--- config.mk ---
export PLATFORM = sky130hd
export DESIGN_NAME = fifo_level_buffer
export DESIGN_NICKNAME = d
export VERILOG_FILES = /design/src/rtl/fifo_level_pkg.sv /design/src/rtl/fifo_level_ram.sv /design/src/rtl/fifo_level_buffer.sv
export SDC_FILE = /design/constraint.sdc
export NUM_CORES = 1
export LEC_CHECK = 0
export CORE_MARGIN = 2
export CORE_UTILIZATION = 55
export CTS_CLUSTER_DIAMETER = 50
export CTS_CLUSTER_SIZE = 14
export DETAILED_ROUTE_END_ITERATION = 16
export GPL_TIMING_DRIVEN = 0
export HOLD_SLACK_MARGIN = 0.02
export PLACE_DENSITY = 0.82
export SYNTH_ARGS = -nofsm -noshare
export SYNTH_HDL_FRONTEND = slang
export SYNTH_SLANG_ARGS = --single-unit
--- constraint.sdc ---
create_clock -name clk -period 8.1 [get_ports clk]
set_input_delay 2.025 -clock clk [delete_from_list [all_inputs] [get_ports clk]]
set_output_delay 2.025 -clock clk [all_outputs]
set_load 0.03 [all_outputs]
--- src/rtl/fifo_level_pkg.sv ---
// fifo_level_pkg
// Shared definitions for the fifo_level_buffer slice:
//   depth_of()    - entry count for a given address width
//   level_t       - occupancy type for the default configuration (DEPTH_LENGTH = 4)
//   RST_*         - reset/clear values of the status and error flags
package fifo_level_pkg;

  localparam int unsigned DEF_DEPTH_LENGTH = 4;

  typedef logic [DEF_DEPTH_LENGTH:0] level_t;

  localparam logic RST_EMPTY  = 1'b1;
  localparam logic RST_FULL   = 1'b0;
  localparam logic RST_AEMPTY = 1'b1;
  localparam logic RST_AFULL  = 1'b0;
  localparam logic RST_ERR    = 1'b0;

  function automatic int unsigned depth_of(input int unsigned dl);
    return 32'd1 << dl;
  endfunction

endpackage

--- src/rtl/fifo_level_ram.sv ---
// fifo_level_ram
// 1-write / 1-read storage array (depth x LENGTH) for fifo_level_buffer.
// Ports:
//   clk      - system clock, rising edge
//   clr_i    - synchronous clear of the registered read data (not the array)
//   we_i     - write enable; wdata_i stored at waddr_i
//   re_i     - read enable; mem[raddr_i] captured into the read register
//   rd_data_o- registered read data (FWFT=0) or combinational mem[raddr_i] (FWFT=1)
module fifo_level_ram
  import fifo_level_pkg::*;
#(
  parameter int unsigned LENGTH       = 68,
  parameter int unsigned DEPTH_LENGTH = 4,
  parameter bit          FWFT         = 1'b0
) (
  input  logic                    clk,
  input  logic                    clr_i,
  input  logic                    we_i,
  input  logic [DEPTH_LENGTH-1:0] waddr_i,
  input  logic [LENGTH-1:0]       wdata_i,
  input  logic                    re_i,
  input  logic [DEPTH_LENGTH-1:0] raddr_i,
  output logic [LENGTH-1:0]       rd_data_o
);

  localparam int unsigned DEPTH = depth_of(DEPTH_LENGTH);

  logic [LENGTH-1:0] mem_q [DEPTH];
  logic [LENGTH-1:0] rdata_q;

  // Array contents are never reset; validity is tracked by the pointers.
  always_ff @(posedge clk) begin
    if (we_i) begin
      mem_q[waddr_i] <= wdata_i;
    end
  end

  always_ff @(posedge clk) begin
    if (clr_i) begin
      rdata_q <= '0;
    end else if (re_i) begin
      rdata_q <= mem_q[raddr_i];
    end
  end

  assign rd_data_o = FWFT ? mem_q[raddr_i] : rdata_q;

endmodule

--- src/rtl/fifo_level_buffer.sv ---
// fifo_level_buffer
// Synchronous FIFO with occupancy count, programmable almost-full/almost-empty
// flags and sticky overflow/underflow errors. Sits between the decimation filter
// (writer) and the readout/serialiser (reader).
// Optional build macro FIFO_FWFT_EN: first-word fall-through read port
// (o_data shows the head whenever !empty); otherwise o_data is registered and
// shows the popped word one cycle after the read edge.
// Ports:
//   clk, reset        - clock, synchronous active-high reset
//   i_data, write     - write data / request
//   read              - read request
//   clear             - synchronous flush (same effect as reset)
//   o_data            - read data
//   full, empty       - level == depth / level == 0
//   almost_full       - level >= AFULL_THRESH
//   almost_empty      - level <= AEMPTY_THRESH
//   level             - occupancy 0..depth
//   full_error        - sticky: write while full without read
//   empty_error       - sticky: read while empty
module fifo_level_buffer
  import fifo_level_pkg::*;
#(
  parameter int unsigned LENGTH        = 68,
  parameter int unsigned DEPTH_LENGTH  = 4,
  parameter int unsigned AFULL_THRESH  = 12,
  parameter int unsigned AEMPTY_THRESH = 2
) (
  input  logic                    clk,
  input  logic                    reset,
  input  logic [LENGTH-1:0]       i_data,
  input  logic                    write,
  input  logic                    read,
  input  logic                    clear,
  output logic [LENGTH-1:0]       o_data,
  output logic                    full,
  output logic                    empty,
  output logic                    almost_full,
  output logic                    almost_empty,
  output logic [DEPTH_LENGTH:0]   level,
  output logic                    full_error,
  output logic                    empty_error
);

  localparam int unsigned LW = DEPTH_LENGTH + 1;
  localparam logic [DEPTH_LENGTH:0] DEPTH_LVL = LW'(depth_of(DEPTH_LENGTH));
  localparam logic [DEPTH_LENGTH:0] AF_LVL    = LW'(AFULL_THRESH);
  localparam logic [DEPTH_LENGTH:0] AE_LVL    = LW'(AEMPTY_THRESH);

`ifdef FIFO_FWFT_EN
  localparam bit FWFT = 1'b1;
`else
  localparam bit FWFT = 1'b0;
`endif

  logic [DEPTH_LENGTH-1:0] wr_ptr_q, wr_ptr_d;
  logic [DEPTH_LENGTH-1:0] rd_ptr_q, rd_ptr_d;
  logic [DEPTH_LENGTH:0]   level_q, level_d;
  logic full_q, full_d, empty_q, empty_d;
  logic afull_q, afull_d, aempty_q, aempty_d;
  logic ferr_q, ferr_d, eerr_q, eerr_d;
  logic wr_acc, rd_acc, flush;
  logic [LENGTH-1:0] ram_rd;

  // reset and clear both discard any access in that cycle
  assign flush  = reset | clear;
  // a read on a full FIFO frees the slot the write lands in
  assign wr_acc = write & (~full_q | read) & ~flush;
  assign rd_acc = read & ~empty_q & ~flush;

  always_comb begin
    wr_ptr_d = wr_acc ? wr_ptr_q + DEPTH_LENGTH'(1) : wr_ptr_q;
    rd_ptr_d = rd_acc ? rd_ptr_q + DEPTH_LENGTH'(1) : rd_ptr_q;
    level_d  = level_q;
    case ({wr_acc, rd_acc})
      2'b10:   level_d = level_q + LW'(1);
      2'b01:   level_d = level_q - LW'(1);
      default: level_d = level_q;
    endcase
    full_d   = (level_d == DEPTH_LVL);
    empty_d  = (level_d == '0);
    afull_d  = (level_d >= AF_LVL);
    aempty_d = (level_d <= AE_LVL);
    ferr_d   = ferr_q | (write & full_q & ~read);
    eerr_d   = eerr_q | (read & empty_q);
  end

  always_ff @(posedge clk) begin
    if (flush) begin
      wr_ptr_q <= '0;
      rd_ptr_q <= '0;
      level_q  <= '0;
      full_q   <= RST_FULL;
      empty_q  <= RST_EMPTY;
      afull_q  <= RST_AFULL;
      aempty_q <= RST_AEMPTY;
      ferr_q   <= RST_ERR;
      eerr_q   <= RST_ERR;
    end else begin
      wr_ptr_q <= wr_ptr_d;
      rd_ptr_q <= rd_ptr_d;
      level_q  <= level_d;
      full_q   <= full_d;
      empty_q  <= empty_d;
      afull_q  <= afull_d;
      aempty_q <= aempty_d;
      ferr_q   <= ferr_d;
      eerr_q   <= eerr_d;
    end
  end

  fifo_level_ram #(
    .LENGTH       (LENGTH),
    .DEPTH_LENGTH (DEPTH_LENGTH),
    .FWFT         (FWFT)
  ) u_ram (
    .clk       (clk),
    .clr_i     (flush),
    .we_i      (wr_acc),
    .waddr_i   (wr_ptr_q),
    .wdata_i   (i_data),
    .re_i      (rd_acc),
    .raddr_i   (rd_ptr_q),
    .rd_data_o (ram_rd)
  );

`ifdef FIFO_FWFT_EN
  // the array head is stale while empty, so present zero until a word lands
  assign o_data = empty_q ? '0 : ram_rd;
`else
  assign o_data = ram_rd;
`endif

  assign level        = level_q;
  assign full         = full_q;
  assign empty        = empty_q;
  assign almost_full  = afull_q;
  assign almost_empty = aempty_q;
  assign full_error   = ferr_q;
  assign empty_error  = eerr_q;

endmodule

### After elaboration in Yosys (flattened, before gate mapping)

Memories as Yosys holds them, arrays and structs flattened. A register that Yosys moved wholly into a read port is not among the register bits.
Index checks and enable logic that the tools add are counted.

* flip-flop bits (word level): 19
* memory bits (writable): 1088
* input port bits: 73
* output and inout port bits: 79
* word-level logic and storage cells: 38
* memories: 1

Memory list
* u_ram.mem_q: depth 16, bits a word 68, read ports 1, clocked after memory_dff 1, wr ports 1, line fifo_level_ram.sv:28 `logic [LENGTH-1:0] mem_q [DEPTH];`

* add/subtract/negate cells: 4
* magnitude comparators: 2
* equal/unequal tests: 3
* multiplexer cells: 3
* bitwise gates (word level): 15
* reduce and logical (&&, ||, !) cells: 1

Operator list (count)
* $pmux 5 s2: 1
* $add 4x1->4 const B: 2
* $and 1x1->1: 7
* $add 5x1->5 const B: 1
* $eq 5x5->1 const B: 1
* $ge 5x4->1 const B: 1
* $le 5x2->1 const B: 1
* $logic_not 5->1: 1
* $sub 5x1->5 const B: 1
* $not 1->1: 4
* $or 1x1->1: 4
* $eq 2x1->1 const B: 1
* $eq 2x2->1 const B: 1
* $mux 1: 2

### Logic depth before layout (Yosys ltp)

* depth in word-level cells: 7
* mapped depth: 14

### Modules after synthesis

A second synthesis with hierarchy kept.

* cell total of the unflattened synthesis: 2664
* area, all modules: 44981.9 µm²

By module, submodules not included
* fifo_level_ram: times used 1, cells an instance 2552, area an instance 43980.9 µm², seq. area each 34032.6 µm²
* fifo_level_buffer: times used 1, cells an instance 112, area an instance 1001.0 µm², seq. area each 380.4 µm²

### Worst setup path before layout

Ideal clock, no wire load.

* path type: input-to-reg
* start point: in clear
* end point: mem u_ram.mem_q[3][0] (enable)
* library setup time: 578 ps
* data arrival time: 7164 ps
* path slack: 359 ps
* stages on the path: 4
* buffers on the path: 0
* cell sequence: nor2_1 > and3_1 > nand2_1 > nor3_1

* longest elaborated chain between the ends: 5

RTL lines
* start: declaration: line fifo_level_buffer.sv:33 `input logic clear,`
* $or 1x1->1: line fifo_level_buffer.sv:65 `assign flush = reset | clear;`
* $not 1->1: line fifo_level_buffer.sv:67 `assign wr_acc = write & (~full_q | read) & ~flush;`
* $and 1x1->1: line fifo_level_buffer.sv:67
* $mux 1: line fifo_level_ram.sv:33 `if (we_i) begin`
* $mux 1 (implied by the code): line fifo_level_ram.sv:34 `mem_q[waddr_i] <= wdata_i;`
* end: declaration: line fifo_level_ram.sv:28

No other way between the ends.

### Worst setup path in the final report

* start point: in clear
* end point: reg aempty_q, in the netlist almost_empty

* longest elaborated chain between the ends: 6
* elaborated cells between the ends (all ways): 8
* classes of those cells: order compare (1); eq/ne (2); mux (1); bitwise (4)

RTL lines
* $or 1x1->1 *: line fifo_level_buffer.sv:65
* $not 1->1 *: line fifo_level_buffer.sv:68 `assign rd_acc = read & ~empty_q & ~flush;`
* $and 1x1->1 *: line fifo_level_buffer.sv:68
* via rd_acc: line fifo_level_buffer.sv:61 `logic wr_acc, rd_acc, flush;`
* $eq 2x1->1 / $eq 2x2->1 (equally long branches): line fifo_level_buffer.sv:74 `case ({wr_acc, rd_acc})`
* $pmux 5 s2 *: line fifo_level_buffer.sv:74
* $le 5x2->1 *: line fifo_level_buffer.sv:82 `aempty_d = (level_d <= AE_LVL);`
* end signal: assignment: line fifo_level_buffer.sv:105 `aempty_q <= aempty_d;`
* end: declaration: line fifo_level_buffer.sv:59 `logic afull_q, afull_d, aempty_q, aempty_d;`

Mark *: on every way through the listed nets, which the timed path passes. The rest lies on a longest branch.
A chain may end at the register's enable or synchronous reset.

==> impl_results.md <==
* CORE AREA at 0.0807 sq mm
* Reg-to-Reg End: u_ram.rd_data_o[17]
* Total setup buffers inserted after CTS at 0
* Setup crit start kind: primary input
* Starting Density at 55.7%
* Clk pwr share at 41.6%
* Status: complete, no violations
* DR pass1 iterations at 6
* Crit-path max FO at 10
* Post-layout util at 64.9%
* Area Overhead vs Synth at 16.6%
* Critical path capture point type: flip-flop
* Reg2Reg Setup Slack at 4.86 ns
* Multi-input logic area at 0.00989 sq mm
* Sw Ratio at 19.8%
* Ys Warns at 0
* Switching power at 2.32 mW
* Pwr dens at 224 mW/mm^2
* Final Max Slew Viols at 0
* Antenna violations before repair at 12
* Setup-failing EPs final at 0
* VDD IR max at 0.178 mV
* Die ar. at 0.0839 sq mm
* Routed WL per cell at 30.1 um
* Final Hold Viols at 0
* CTS tree: built
* Initial drt markers at 3103
* Register area share after synthesis at 76.6%
* Clock latency on the worst-skew pair at 0.68 ns
* Crit path max-delay cell type: clkdlybuf4s50_1
* Max Buffers Root-to-Sink at 3
* Vias/cell at 6.42
* First-pass GRT wire length at 160 mm
* Syn Area/Cell at 20.3 sq um
* Remaining antenna violation count at 0
* Layout cells sized above 1 at 22.7%
* Sequential power share at 56.7%
* CTS clk-pin slew, worst paths at 0.06 ns
* I/O Buffers at 151
* Total number of vias at 23700
* Most used cell, CP: clkbuf_1
* CTS sink count at 1175
* Routability cong. at 0.827
* Relative slew slack at 25.7%
* Total power at 11.7 mW
* CTS resizes at 0
* Arrival time worst endpoint at 6.16 ns
* Cell Chain, Critical Path: clkdlybuf4s50_1, or2_1, clkbuf_1, clkbuf_1, clkbuf_1, nor2_1, ha_1, buf_2, xor2_1, ha_1, a21oi_1, xor2_1, nor4b_1, a311o_1, a31o_1
* Area after DPL at 0.0490 sq mm
* Root Buffer: clkbuf_16
* Die Ht at 290 um
* Final Skew at 0.0223 ns
* Crit path kind: primary input to flip-flop
* Min-delay src: u_ram.rd_data_o[28]
* FF-to-FF Start: rd_ptr_q[2]
* Fmax at 179 MHz
* DP HPWL at 70.2 mm
* # rows at 104
* GRT overflow at 0
* Final net count at 2625
* RSZ-0062 raised after global routing: no
* Fin crit share at 69.1%
* Setup TNS at 0 ns
* Post-synthesis async set-or-reset flop share at 0%
* Power share of the combinational group at 1.7%
* Reg2Reg Depth at 7
* Min Hold Slack at 0.473 ns
* Worst Max-Slew Pin Slew at 1.12 ns
* Boundary Pins at 152
* Vias in the first global route at 24500
* Total CTS buffers at 105
* Die Wd at 290 um
* Cell depth of the worst hold path at 2
* Largest net degree at the start of global routing at 23
* Primary FF master, synth: edfxtp_1
* Fin area at 0.0524 sq mm
* Post-synth EDFFs at 1088
* Required @ worst endpoint at 8.66 ns
* Final wirelength at 111 mm
* GRT Util Overall at 26.7%
* Post-layout min period at 5.60 ns
* Cts hold-fix bufs at 0
* Seq cells post-synth at 1175
* Crit path largest cell delay at 0.48 ns
* Register area at 0.0344 sq mm
* Maxcap violations at 0
* H-tree depth at 3
* Layout fillers at 5004
* Syn_nets at 2298
* Netlist cell types at 54
* Mapped Cells at 2217
* Min-delay worst type: flip-flop to flip-flop
* Internal Power at 9.40 mW
* DRC at 0
* Static Leak at 16.0 nW
* WHS Endpoint: u_ram.rd_data_o[28]
* Synthesized area at 0.0449 sq mm
==> synth_stat cells, types with 6 or more instances <==
library cell | count | share of area (%)
buf_4 | 7 | 0.12
o21bai_1 | 34 | 0.57
o21ai_1 | 7 | 0.078
inv_1 | 8 | 0.067
ha_1 | 8 | 0.22
dfxtp_1 | 87 | 3.9
o31ai_1 | 15 | 0.25
nand3_1 | 6 | 0.067
nand2_1 | 14 | 0.12
buf_6 | 16 | 0.40
o21ai_0 | 64 | 0.71
clkbuf_1 | 52 | 0.43
o22ai_1 | 35 | 0.49
mux2i_1 | 171 | 3.8
a21oi_1 | 112 | 1.2
xor2_1 | 6 | 0.12
edfxtp_1 | 1088 | 73
mux2_2 | 68 | 1.7
mux4_2 | 204 | 10
o31ai_2 | 19 | 0.53
nor2_1 | 98 | 0.82
buf_2 | 45 | 0.50
==> critical path: cells and delay by family <==
kind                     cells  cell delay, ns
AND/OR/NAND/NOR              3            0.38
buffers and inverters        5            1.88
AO/OA/AOI/OAI                3            0.85
XOR/XNOR                     2            0.51
adder cells (fa/ha/maj)      2            0.53
==> final cells by class <==
type | count | area share [%]
diodes | 4 | 0.0191
plain buffers | 124 | 1.28
clock buffers | 157 | 5.62
clock inverters | 36 | 0.774
inverters | 9 | 0.0645
multi-input cells | 909 | 18.9
flip-flops and latches | 1175 | 65.7
well taps | 1060 | 2.53
repair buffers | 220 | 5.10
==> routing by layer <==
layer / part of all wire, % / global-route usage, % / up-vias
li1: - / - / 9722
met1: 35 / 33.2 / 12100
met2: 52 / 46.5 / 1538
met3: 9.4 / 5.65 / 280
met4: 3.5 / 9.55 / 16
met5: 0.081 / 0 / -
==> power by group through the flow <==
stage | combinational (mW) | clock [mW] | sequential [mW]
after floorplan | 0.0560 | 0 | 6.78
after global placement | 0.173 | 0 | 6.78
after detailed placement | 0.194 | 0 | 6.77
after CTS | 0.196 | 4.90 | 6.64
after global routing | 0.213 | 5.11 | 6.64
final | 0.200 | 4.87 | 6.64
==> per-stage QoR <==
step | cells | worst slack, ns
2_1_floorplan | 2217 | 0.359
3_3_place_gp | 3428 | -5.43
3_5_place_dp | 3497 | 1.94
4_1_cts | 3690 | 2.63
5_1_grt | 3694 | 2.29
6_report | 3694 | 2.50
==> cell usage in the layout, fill, tap and decap left out, types with 10 or more instances in the layout <==
master,netlist,routed
mux2_2,68,68
nand2_1,14,14
mux4_2,204,204
clkinv_2,0,10
o31ai_2,19,19
clkbuf_16,0,107
o21bai_1,34,34
o22ai_1,35,35
mux2i_1,171,171
buf_4,7,10
o31ai_1,15,15
clkbuf_1,52,94
buf_2,45,45
buf_12,0,29
o21ai_0,64,64
edfxtp_1,1088,1088
clkdlybuf4s50_1,0,151
buf_6,16,42
nor2_1,98,86
a21oi_1,112,112
dfxtp_1,87,87
nor2_4,0,12
==> flip-flops by register name, summed over array words and instances (netlist names), 4 cells and up <==
name             cells
u_ram.rd_data_o     68
u_ram.mem_q       1088
wr_ptr_q             4
level                5
rd_ptr_q             4
==> worst max path at each step <==
| stage | endpoint | start | slack, ns |
|---|---|---|---|
| 3_3_place_gp | u_ram.mem_q[3][52] | clear | -5.43 |
| 6_report | almost_empty | clear | 2.50 |
| 4_1_cts | almost_empty | clear | 2.63 |
| 5_1_grt | almost_empty | reset | 2.29 |
| 2_1_floorplan | u_ram.mem_q[3][0] | clear | 0.36 |
| 3_5_place_dp | almost_empty | clear | 1.94 |
==> cells by family after synthesis <==
family	Yosys count	share of synthesized area (%)
flip-flops	1175	76.6
buffers and inverters	133	1.57
multiplexers	443	15.8
AND/OR/NAND/NOR	141	1.33
AO/OA/AOI/OAI	306	4.24
XOR/XNOR	11	0.245
adder cells (fa/ha/maj)	8	0.223
(Power assumes the default switching activity.)
==> RTL change: new RTL, config.mk and constraints unchanged <==
`FWFT` is set to 1'b0 in 2 places; all go to 1'b1.
--- a/src/rtl/fifo_level_ram.sv
+++ b/src/rtl/fifo_level_ram.sv
@@ -11,7 +11,7 @@
 #(
   parameter int unsigned LENGTH       = 68,
   parameter int unsigned DEPTH_LENGTH = 4,
-  parameter bit          FWFT         = 1'b0
+  parameter bit          FWFT         = 1'b1
 ) (
   input  logic                    clk,
   input  logic                    clr_i,
--- a/src/rtl/fifo_level_buffer.sv
+++ b/src/rtl/fifo_level_buffer.sv
@@ -49,7 +49,7 @@
 `ifdef FIFO_FWFT_EN
   localparam bit FWFT = 1'b1;
 `else
-  localparam bit FWFT = 1'b0;
+  localparam bit FWFT = 1'b1;
 `endif
 
   logic [DEPTH_LENGTH-1:0] wr_ptr_q, wr_ptr_d;
Check against the original RTL: not equivalent (Yosys sat finds a counterexample within 4 cycles, from zero or initial values).
==> RTL change against the original RTL <==
  * Sequential cell count is 64 lower
  * Synthesized area is 6.7% lower
  * Cell count is 19% lower
  * Wire length is 6.6% lower
  * Total power is 5.4% lower
  * Setup slack worse by 560 ps
  * First-iteration DRC count is 3.4% lower
  * Non-clock buffer count is 38 lower
  * Via count is 15% lower
  * Cell area is 6.5% lower
  * Critical endpoint is now o_data[24]
  * Highest routed layer unchanged
==> RTL change: results (changes against the original RTL) <==
<table>
<tr><th>Metric</th><th>Value</th></tr>
<tr><th colspan="2">Route</th></tr>
<tr><td>First-pass DRT Iterations</td><td>5 (-1)</td></tr>
<tr><th colspan="2">Global routing</th></tr>
<tr><td>Antenna violations before repair</td><td>10 (-2)</td></tr>
<tr><td>Met3 demand-to-capacity share in global routing</td><td>5.56% (-0.089 points)</td></tr>
<tr><td>First-pass GRT wire length</td><td>149 mm (-7.0%)</td></tr>
<tr><td>Met2 track demand over resource in global routing</td><td>46.6% (+0.12 points)</td></tr>
<tr><td>Met1 GRT Util</td><td>35.3% (+2.2 points)</td></tr>
<tr><th colspan="2">Status</th></tr>
<tr><td>Status</td><td>complete, no violations</td></tr>
<tr><th colspan="2">Pwr</th></tr>
<tr><td>Part of the total power dissipated in the clock network</td><td>40.9% (-0.7 points)</td></tr>
<tr><td>Combinational fraction of design power</td><td>2.0% (+0.3 points)</td></tr>
<tr><th colspan="2">Worst setup path</th></tr>
<tr><td>Highest-delay cell along the critical path</td><td>sky130_fd_sc_hd__clkbuf_1</td></tr>
<tr><td>Maximum single-stage delay on the critical path</td><td>800 ps (+320 ps)</td></tr>
<tr><th colspan="2">Synthesis</th></tr>
<tr><td>Portion of the post-synthesis area used by sequential elements</td><td>79.1% (+2.5 points)</td></tr>
<tr><td>Most area-consuming cells after synthesis</td><td>sky130_fd_sc_hd__edfxtp_1 (78%), sky130_fd_sc_hd__mux4_2 (18%), sky130_fd_sc_hd__dfxtp_1 (1.1%)</td></tr>
<tr><td>Post-synthesis instance total</td><td>1644 (-26%)</td></tr>
<tr><td>Commonest cells in the netlist</td><td>sky130_fd_sc_hd__edfxtp_1 (1088), sky130_fd_sc_hd__mux4_2 (340), sky130_fd_sc_hd__clkbuf_1 (47), sky130_fd_sc_hd__nor2_1 (31), sky130_fd_sc_hd__buf_2 (24)</td></tr>
<tr><th colspan="2">Layout</th></tr>
<tr><td>Fraction of final layout cells with drive strength greater than 1</td><td>29.2% (+6.5 points)</td></tr>
<tr><td>Clock-cell share of area</td><td>6.16% (-0.24 points)</td></tr>
<tr><td>Number of clock buffers in the layout</td><td>134 (-15%)</td></tr>
<tr><td>FILL cells</td><td>4489 (-10%)</td></tr>
<tr><td>Area of the multi-input gates</td><td>8420 um^2 (-15%)</td></tr>
<tr><td>Relative area of non-clock buffer cells in the final design</td><td>6.47% (+0.093 points)</td></tr>
<tr><td>Layout net count</td><td>2047 (-22%)</td></tr>
<tr><td>FFs &amp; Latches</td><td>1111 (-5.4%)</td></tr>
<tr><th colspan="2">Timing</th></tr>
<tr><td>Slew HR</td><td>22.4% (-3.2 points)</td></tr>
<tr><th colspan="2">Placed design</th></tr>
<tr><td>Routability congestion estimate from global placement</td><td>0.772 (-6.6%)</td></tr>
<tr><td>Placed instance area</td><td>46000 um^2 (-6.2%)</td></tr>
<tr><td>Post-place setup slack</td><td>2680 ps (+741 ps)</td></tr>
</table>
## RTL change: worst reg2reg max path, cell delays in order (launching register included)
cell	delay [ps]
sky130_fd_sc_hd__dfxtp_1	340
sky130_fd_sc_hd__clkbuf_1	430
sky130_fd_sc_hd__nand2_1	410
sky130_fd_sc_hd__nor2_4	640
sky130_fd_sc_hd__buf_12	310
sky130_fd_sc_hd__buf_12	250
sky130_fd_sc_hd__buf_16	210
## RTL change: cells by family after synthesis
family	synth area share [%]
xor+xnor	0.230
buf+inv	1.03
mux	18.3
simple gates	0.708
compound gates	0.323
flops	79.1
fa+ha+maj	0.239
## RTL change: final timing paths
path	from	endpoint	slack [ps]
worst max register to register	wr_ptr_q[2]	u_ram.mem_q[12][50]	5180
worst min-delay path	empty_error	empty_error	500
worst min register to register	empty_error	empty_error	500
worst max-delay path	flop	o_data[24]	1950
## RTL change: layer usage
metal / up-vias / share of wire, %
met5: - / 0.078
met4: 12 / 3.0
met3: 219 / 9.8
met2: 1440 / 52
met1: 10636 / 35
li1: 7783 / -
